File: src/rtl/bht_predictor.sv
// bht_predictor: fetch-side next-PC predictor with a branch counter table and JALR stall.
//   clk, rst_n             clock, asynchronous active-low reset
//   rdy                    global ready, low freezes every register and counter
//   flush                  misprediction flush, drops fetch/JALR input and returns to IDLE
//   if_valid/if_pc/if_instr      fetched instruction to predict
//   pred_valid/pred_is_jump/pred_taken/pred_pc/stall_if   registered prediction, one cycle later
//   upd_valid/upd_pc/upd_taken   committed branch outcome used for training
//   jalr_valid/jalr_target       resolved JALR target from the ALU
//   cnt_lookups/cnt_mispred      branch lookup and commit-time misprediction statistics
module bht_predictor #(
  parameter int ADDR_W   = 32,
  parameter int INDEX_W  = 6,
  parameter int CNT_W    = 2,
  parameter int INIT_CNT = 1
) (
  input  logic              clk,
  input  logic              rst_n,
  input  logic              rdy,
  input  logic              flush,
  input  logic              if_valid,
  input  logic [ADDR_W-1:0] if_pc,
  input  logic [31:0]       if_instr,
  output logic              pred_valid,
  output logic              pred_is_jump,
  output logic              pred_taken,
  output logic [ADDR_W-1:0] pred_pc,
  output logic              stall_if,
  input  logic              upd_valid,
  input  logic [ADDR_W-1:0] upd_pc,
  input  logic              upd_taken,
  input  logic              jalr_valid,
  input  logic [ADDR_W-1:0] jalr_target,
  output logic [31:0]       cnt_lookups,
  output logic [31:0]       cnt_mispred
);
  localparam logic [6:0] OP_JAL  = 7'b1101111;
  localparam logic [6:0] OP_BR   = 7'b1100011;
  localparam logic [6:0] OP_JALR = 7'b1100111;
  localparam logic [CNT_W-1:0] CNT_MAX = {CNT_W{1'b1}};
  typedef enum logic {IDLE, WAIT_JALR} state_t;
  state_t state, state_n;
  logic [CNT_W-1:0] cnt_tbl [2**INDEX_W];
  logic [INDEX_W-1:0] look_idx, upd_idx;
  logic [CNT_W-1:0] look_cnt, upd_old, upd_new;
  logic signed [20:0] j_imm;
  logic signed [12:0] b_imm;
  logic signed [ADDR_W-1:0] j_ext, b_ext;
  logic valid_n, jump_n, taken_n, stall_n, lookup;
  logic [ADDR_W-1:0] pc_n;
  logic [6:0] opc;
  assign opc      = if_instr[6:0];
  assign look_idx = if_pc[INDEX_W+1:2];
  assign upd_idx  = upd_pc[INDEX_W+1:2];
  assign look_cnt = cnt_tbl[look_idx];
  assign upd_old  = cnt_tbl[upd_idx];
  assign upd_new  = upd_taken ? (upd_old == CNT_MAX ? upd_old : upd_old + CNT_W'(1))
                              : (upd_old == '0 ? upd_old : upd_old - CNT_W'(1));
  assign j_imm    = {if_instr[31], if_instr[19:12], if_instr[20], if_instr[30:21], 1'b0};
  assign b_imm    = {if_instr[31], if_instr[7], if_instr[30:25], if_instr[11:8], 1'b0};
  assign j_ext    = ADDR_W'(j_imm);
  assign b_ext    = ADDR_W'(b_imm);
  // Non-valid cycles keep the last prediction fields; only pred_valid drops.
  always_comb begin
    state_n = state;
    valid_n = 1'b0;
    jump_n  = pred_is_jump;
    taken_n = pred_taken;
    pc_n    = pred_pc;
    stall_n = stall_if;
    lookup  = 1'b0;
    if (flush) begin
      stall_n = 1'b0;
      state_n = IDLE;
    end else if (state == IDLE) begin
      if (if_valid) begin
        valid_n = opc != OP_JALR;
        jump_n  = opc == OP_JAL || opc == OP_BR || opc == OP_JALR;
        taken_n = opc == OP_JAL || opc == OP_JALR || (opc == OP_BR && look_cnt[CNT_W-1]);
        lookup  = opc == OP_BR;
        stall_n = opc == OP_JALR;
        state_n = opc == OP_JALR ? WAIT_JALR : IDLE;
        pc_n    = opc == OP_JALR ? pred_pc
                : opc == OP_JAL  ? if_pc + j_ext
                : (opc == OP_BR && look_cnt[CNT_W-1]) ? if_pc + b_ext
                : if_pc + ADDR_W'(4);
      end
    end else if (jalr_valid) begin
      valid_n = 1'b1;
      jump_n  = 1'b1;
      taken_n = 1'b1;
      pc_n    = jalr_target;
      stall_n = 1'b0;
      state_n = IDLE;
    end
  end
  always_ff @(posedge clk or negedge rst_n) begin
    if (!rst_n) begin
      state        <= IDLE;
      pred_valid   <= 1'b0;
      pred_is_jump <= 1'b0;
      pred_taken   <= 1'b0;
      pred_pc      <= '0;
      stall_if     <= 1'b0;
      cnt_lookups  <= '0;
      cnt_mispred  <= '0;
    end else if (rdy) begin
      state        <= state_n;
      pred_valid   <= valid_n;
      pred_is_jump <= jump_n;
      pred_taken   <= taken_n;
      pred_pc      <= pc_n;
      stall_if     <= stall_n;
      cnt_lookups  <= cnt_lookups + 32'(lookup);
      cnt_mispred  <= cnt_mispred + 32'(upd_valid && (upd_old[CNT_W-1] != upd_taken));
    end
  end
  // The lookup reads the table combinationally, so a same-cycle update is seen only afterwards.
  always_ff @(posedge clk or negedge rst_n) begin
    if (!rst_n) begin
      for (int i = 0; i < 2**INDEX_W; i++) cnt_tbl[i] <= CNT_W'(INIT_CNT);
    end else if (rdy && upd_valid) begin
      cnt_tbl[upd_idx] <= upd_new;
    end
  end
endmodule
File: config.mk
export PLATFORM = sky130hd
export DESIGN_NAME = bht_predictor
export DESIGN_NICKNAME = d
export VERILOG_FILES = /design/src/rtl/bht_predictor.sv
export SDC_FILE = /design/constraint.sdc
export NUM_CORES = 1
export LEC_CHECK = 0
export CAP_MARGIN = 20
export CORE_MARGIN = 4
export CORE_UTILIZATION = 25
export CTS_CLUSTER_SIZE = 12
export DETAILED_ROUTE_END_ITERATION = 8
export PLACE_DENSITY = 0.49
export SETUP_SLACK_MARGIN = 0.5
export SLEW_MARGIN = 0
export SYNTH_ARGS = -nofsm -noshare
export SYNTH_HDL_FRONTEND = slang
export SYNTH_SLANG_ARGS = --single-unit
File: constraint.sdc
create_clock -name clk -period 9.6 [get_ports clk]
set_clock_uncertainty 0.05 [all_clocks]
set_input_delay 0.96 -clock clk [delete_from_list [all_inputs] [get_ports clk]]
set_output_delay 0.96 -clock clk [all_outputs]
set_load 0.02 [all_outputs]
## Word-level counts from Yosys, hierarchy flattened

Index checks and enable logic that the tools add are counted.

- Bits in registers: 229
- Word-level logic and storage cells: 147

- $add $sub $neg: 7
- Magnitude comparators: 3
- Equal/unequal tests: 9
- Multiplexer cells: 39
- Bitwise operators: 3
- Reductions and logical operators: 14

Operators with widths:

| kind | number |
|---|---|
| two-way mux 32 bit | 6 |
| bitwise mux 128 bit | 1 |
| adder 32 x 1 -> 32 bit | 2 |
| adder 32 bit | 2 |
| adder 32 x 3 -> 32 bit (second input constant) | 1 |
| binary-select mux 2 bit (select 6 bit) | 2 |
| == test 7 bit (second input constant) | 3 |
| two-way mux 1 bit | 21 |
| two-way mux 2 bit | 8 |
| greater-or-equal comparator 7 bit (second input constant) | 2 |
| NOT 6 -> 7 bit | 2 |
| demux 2 bit (select 6 bit) | 1 |
| less-than comparator 7 x 1 -> 1 bit (second input constant) | 1 |
| != test 7 bit (second input constant) | 1 |
| AND reduction 5 bit | 1 |
| logical AND 1 bit | 4 |
| logical OR 1 bit | 4 |
| != test 2 bit (second input constant) | 2 |
| AND reduction 4 bit | 1 |
| != test 3 bit (second input constant) | 1 |
| AND reduction 3 bit | 1 |
| nonzero test 3 bit | 1 |
| adder 2 x 1 -> 2 bit (second input constant) | 1 |
| == test 2 bit (second input constant) | 1 |
| other kinds (5) | 5 |

## Logic depth before layout (Yosys ltp)

- Depth in word-level cells: 10
- Mapped depth: 20
- Gate-level depth less buffers: 17

## Worst setup path after synthesis

Ideal clock, no wire load.

- Kind: in2reg
- Start point: input upd_pc[2]
- End point: register cnt_mispred[28]
- Library setup time: 0.130 ns
- Data arrival time: 4.497 ns
- Setup slack: 4.923 ns
- Stages: 18
- Path buffers: 1
- Path through: buf_6 -> mux4_2 -> a221oi_1 -> nor2_1 -> a2111oi_4 -> and4_4 -> xnor2_1 -> and2_1 -> ha_1 -> ha_1 -> nand4_1 -> nor3_1 -> and3_1 -> and2_1 -> nand4_1 -> nor2_1 -> nand2_1 -> xnor2_1

- Cells in the longest elaborated chain, start to end: 7

Ends and longest elaborated chain:

| item | RTL line | source |
|---|---|---|
| start, declared | 29 | `input logic [ADDR_W-1:0] upd_pc,` |
| NOT 6 -> 7 bit (implied by the code) | 55 | `assign upd_old = cnt_tbl[upd_idx];` |
| binary-select mux 2 bit (select 6 bit) | 55 |  |
| two-way mux 2 bit (implied by the code) (2 in series) | 55 |  |
| != test 1 bit | 114 | `cnt_mispred <= cnt_mispred + 32'(upd_valid && (upd_old[CNT_W-1] != upd_taken));` |
| logical AND 1 bit | 114 |  |
| adder 32 x 1 -> 32 bit | 114 |  |
| end signal, assigned | 114 |  |
| end, declared | 34 | `output logic [31:0] cnt_mispred` |

Every way passes these cells. The select of a mux whose other input is x is not followed.
A chain may end at the register's enable or synchronous reset.

## Worst setup path in the final report

- Start point: input upd_pc[6]
- End point: register cnt_mispred[28]

The elaborated chain is that of the path after synthesis.

==> flow_summary_export.csv <==
group,metric,value,unit
sta,rsz0062_at_grt,"no",
placed_design,port_buffers,209,
synthesis,synth_cell_types,75,
cts,cts_tree,"built",
cts,cts_setup_buffers,0,
cts,clkSlewWorstSetupHoldPaths,0.06,ns
synthesis,ys_top_cells_by_count,"nand2_1, dfrtp_1, nor2_1",
synthesis,yosys.area.top_type,"dfrtp_1",
cells_and_area,drive_above_1_share,14.4,%
hold_path,worstHoldPathType,"in2async",
cts,clk_latency,0.58,ns
setup_path,cp-start-kind,"primary input",
floorplanning,io-pin-count,236,
floorplanning,core-area,60400,um2
floorplanning,die_y,255,um
placed_design,dp_hpwl,38.1,mm
detailed_routing,ant_nets,0,
cells_and_area,fillCellCount,6236,
cells_and_area,syn_to_final_growth,25.4,%
placed_design,placed_area,18000,um2
synthesis,ys_ff_latch,229,
setup_path,path_class,"in2reg",
cts,cts_made_buffers,30,
power,p_total,2.95,mW
floorplanning,row_count,90,
synthesis,ys_seq_area_share,38.1,%
floorplanning,die_area,64900,um2
job,maxCapViolations,0,
sta,finalSetupTns,0,ns
floorplanning,fp.dieW,255,um
detailed_routing,num_vias,13417,
synthesis,syn_inst,1637,
cells_and_area,stdcell_area,19100,um2
sta,slew_headroom,22.3,%
run_status,status,"finished clean",
setup_path,crit_path_max_fanout,13,
synthesis,synth.cell_area,15200,um2
synthesis,async_reset_ff_share,100,%
global_route,grt_pass1_vias,13504,
detailed_routing,via_per_inst,5.13,
cts,root_buffer,"clkbuf_16",
synthesis,synth_enable_flop_cells,0,
setup_path,end_kind,"register",
global_route,grt_pass1_wl,80.5,mm
detailed_routing,wl_per_cell,20.2,um
synthesis,yosysWarnings,0,
global_route,grt_max_degree,92,
cts,cts_sinks,229,
synthesis,syn_nets,1823,
floorplanning,initial_utilization,25.2,%
detailed_routing,drt_drc_violations_left,0,
synthesis,yosys.cell_count.top_type,"nand2_1",
cells_and_area,fin_nets,1997,
sta,finalCritPeriodShare,58.2,%
synthesis,yosys.area.top_type_share,27.1,%
placed_design,place_congestion,0.883,
cts,cts_resized,0,
synthesis,synth-main-ff-cell,"dfrtp_1",
cts,cts_max_path_buffers,3,
detailed_routing,first_pass_iters,5,
setup_path,required,10.01,ns
detailed_routing,routed_wirelength,52.9,mm
global_route,gr-usage-all-layers,15.6,%
synthesis,synth.area.top_cells,"dfrtp_1, dfstp_2, mux2_2",
cts,htreeDepth,1,
global_route,globalRoute.totalOverflow,0,
power,total_leakage_power,7.70,nW
detailed_routing,drt_iter0_drc,919,
cells_and_area,diodes,0,
sta,worstMarginPinSlew,1.16,ns
sta,final_hold_viol_count,0,
setup_path,critPathArrivalTime,6.00,ns
sta,period_needed,5.59,ns
synthesis,syn_area_per_cell,9.30,um2
sta,setup_viol,0,
global_route,antenna_found_initial,0,
power,power_density,154,nW/um2
sta,max_freq,0.179,GHz
power,max-vdd-ir-drop,0.000130,V
sta,maxSlewViolCount,0,
cts,postCtsHoldBufs,0,
## final timing paths
path | from | endpoint | slack, ns | cells after the start
setup reg to reg | cnt_tbl[31] | cnt_mispred[28] | 4.95 | 17
setup / recovery | upd_pc[6] | cnt_mispred[28] | 4.01 | 18
max in group asynchronous | rst_n | cnt_lookups[13] | 6.85 | 3
min in group clk | cnt_mispred[31] | cnt_mispred[31] | 0.42 | 1
hold reg to reg | cnt_mispred[31] | cnt_mispred[31] | 0.42 | 1
hold / removal | rst_n | cnt_tbl[95] | 0.36 | 1
## kinds of logic (layout without fill, tap and decap cells)
kind of cell | Yosys count | in the layout | synth area share [%]
mux | 141 | 141 | 12.6
flops | 229 | 229 | 38.1
xor+xnor | 113 | 113 | 6.50
buf+inv | 110 | 308 | 3.43
simple gates | 594 | 594 | 18.7
fa+ha+maj | 50 | 50 | 4.21
compound gates | 400 | 400 | 16.4
## cell usage in the layout (no fill, tap or decap), types with 35 or more instances in the layout
cell / n
dfstp_2: 64
a21oi_1: 112
o21ai_0: 76
xor2_1: 35
and3_1: 45
nor2_1: 129
nand2_1: 202
ha_1: 48
mux2_2: 74
clkdlybuf4s50_1: 207
nand3_1: 55
dfrtp_1: 165
xnor2_1: 78
o21ai_1: 43
## per-stage QoR
step	std cells	util, %	hold WS, ns	setup WS [ns]
final	2617	31.6	0.358	4.01
after global routing	2617	31.6	0.397	3.65
after detailed placement	2560	29.9	0.417	3.48
after global placement	2560	29.9	0.414	3.54
after CTS	2616	31.6	0.359	4.04
after floorplan	1637	-	0.411	4.92
## metal layers
metal / up-vias / share of wire [%] / GRT usage, % / wire length, um
met5: - / 0 / 0 / 0
met4: 0 / 2.3 / 3.87 / 1200
met3: 87 / 6.7 / 3.00 / 3550
met2: 404 / 47 / 26.1 / 24600
met1: 6582 / 44 / 21.0 / 23500
li1: 6344 / - / - / -
## power by group
part	leakage [nW]	total [mW]	switching [mW]	internal [mW]
logic	4.34	0.655	0.366	0.288
clock network	0.505	1.16	0.456	0.706
registers	2.86	1.13	0.0622	1.07
## sequential cells by signal, indices dropped and copies added (netlist names)
name          flops
cnt_lookups      32
pred_pc          32
cnt_tbl         128
stall_if          1
pred_taken        1
state             1
pred_is_jump      1
pred_valid        1
cnt_mispred      32
## cell type report
| class | count | area, um2 | share of cell area, % |
|---|---|---|---|
| Tap cell | 782 | 978 | 5.12 |
| Multi-Input combinational cell | 1298 | 8930 | 46.8 |
| Timing Repair Buffer | 230 | 2260 | 11.8 |
| Clock buffer | 46 | 912 | 4.78 |
| Inverter | 22 | 82.6 | 0.432 |
| Sequential cell | 229 | 5810 | 30.4 |
| Clock inverter | 10 | 118 | 0.616 |
## critical path, cell delays in order
cell and delay (ns):
clkdlybuf4s50_1 0.84, nor3b_1 0.83, a221oi_1 0.21, nor2_1 0.28
a2111oi_4 0.10, and4_4 0.25, xnor2_1 0.13, and2_1 0.19
ha_1 0.23, ha_1 0.18, nand4_1 0.19, nor3_1 0.46
and3_1 0.27, and2_1 0.22, nand4_1 0.22, nor2_1 0.20
nand2_1 0.08, xnor2_1 0.13
Power figures use the tool's default switching activity.
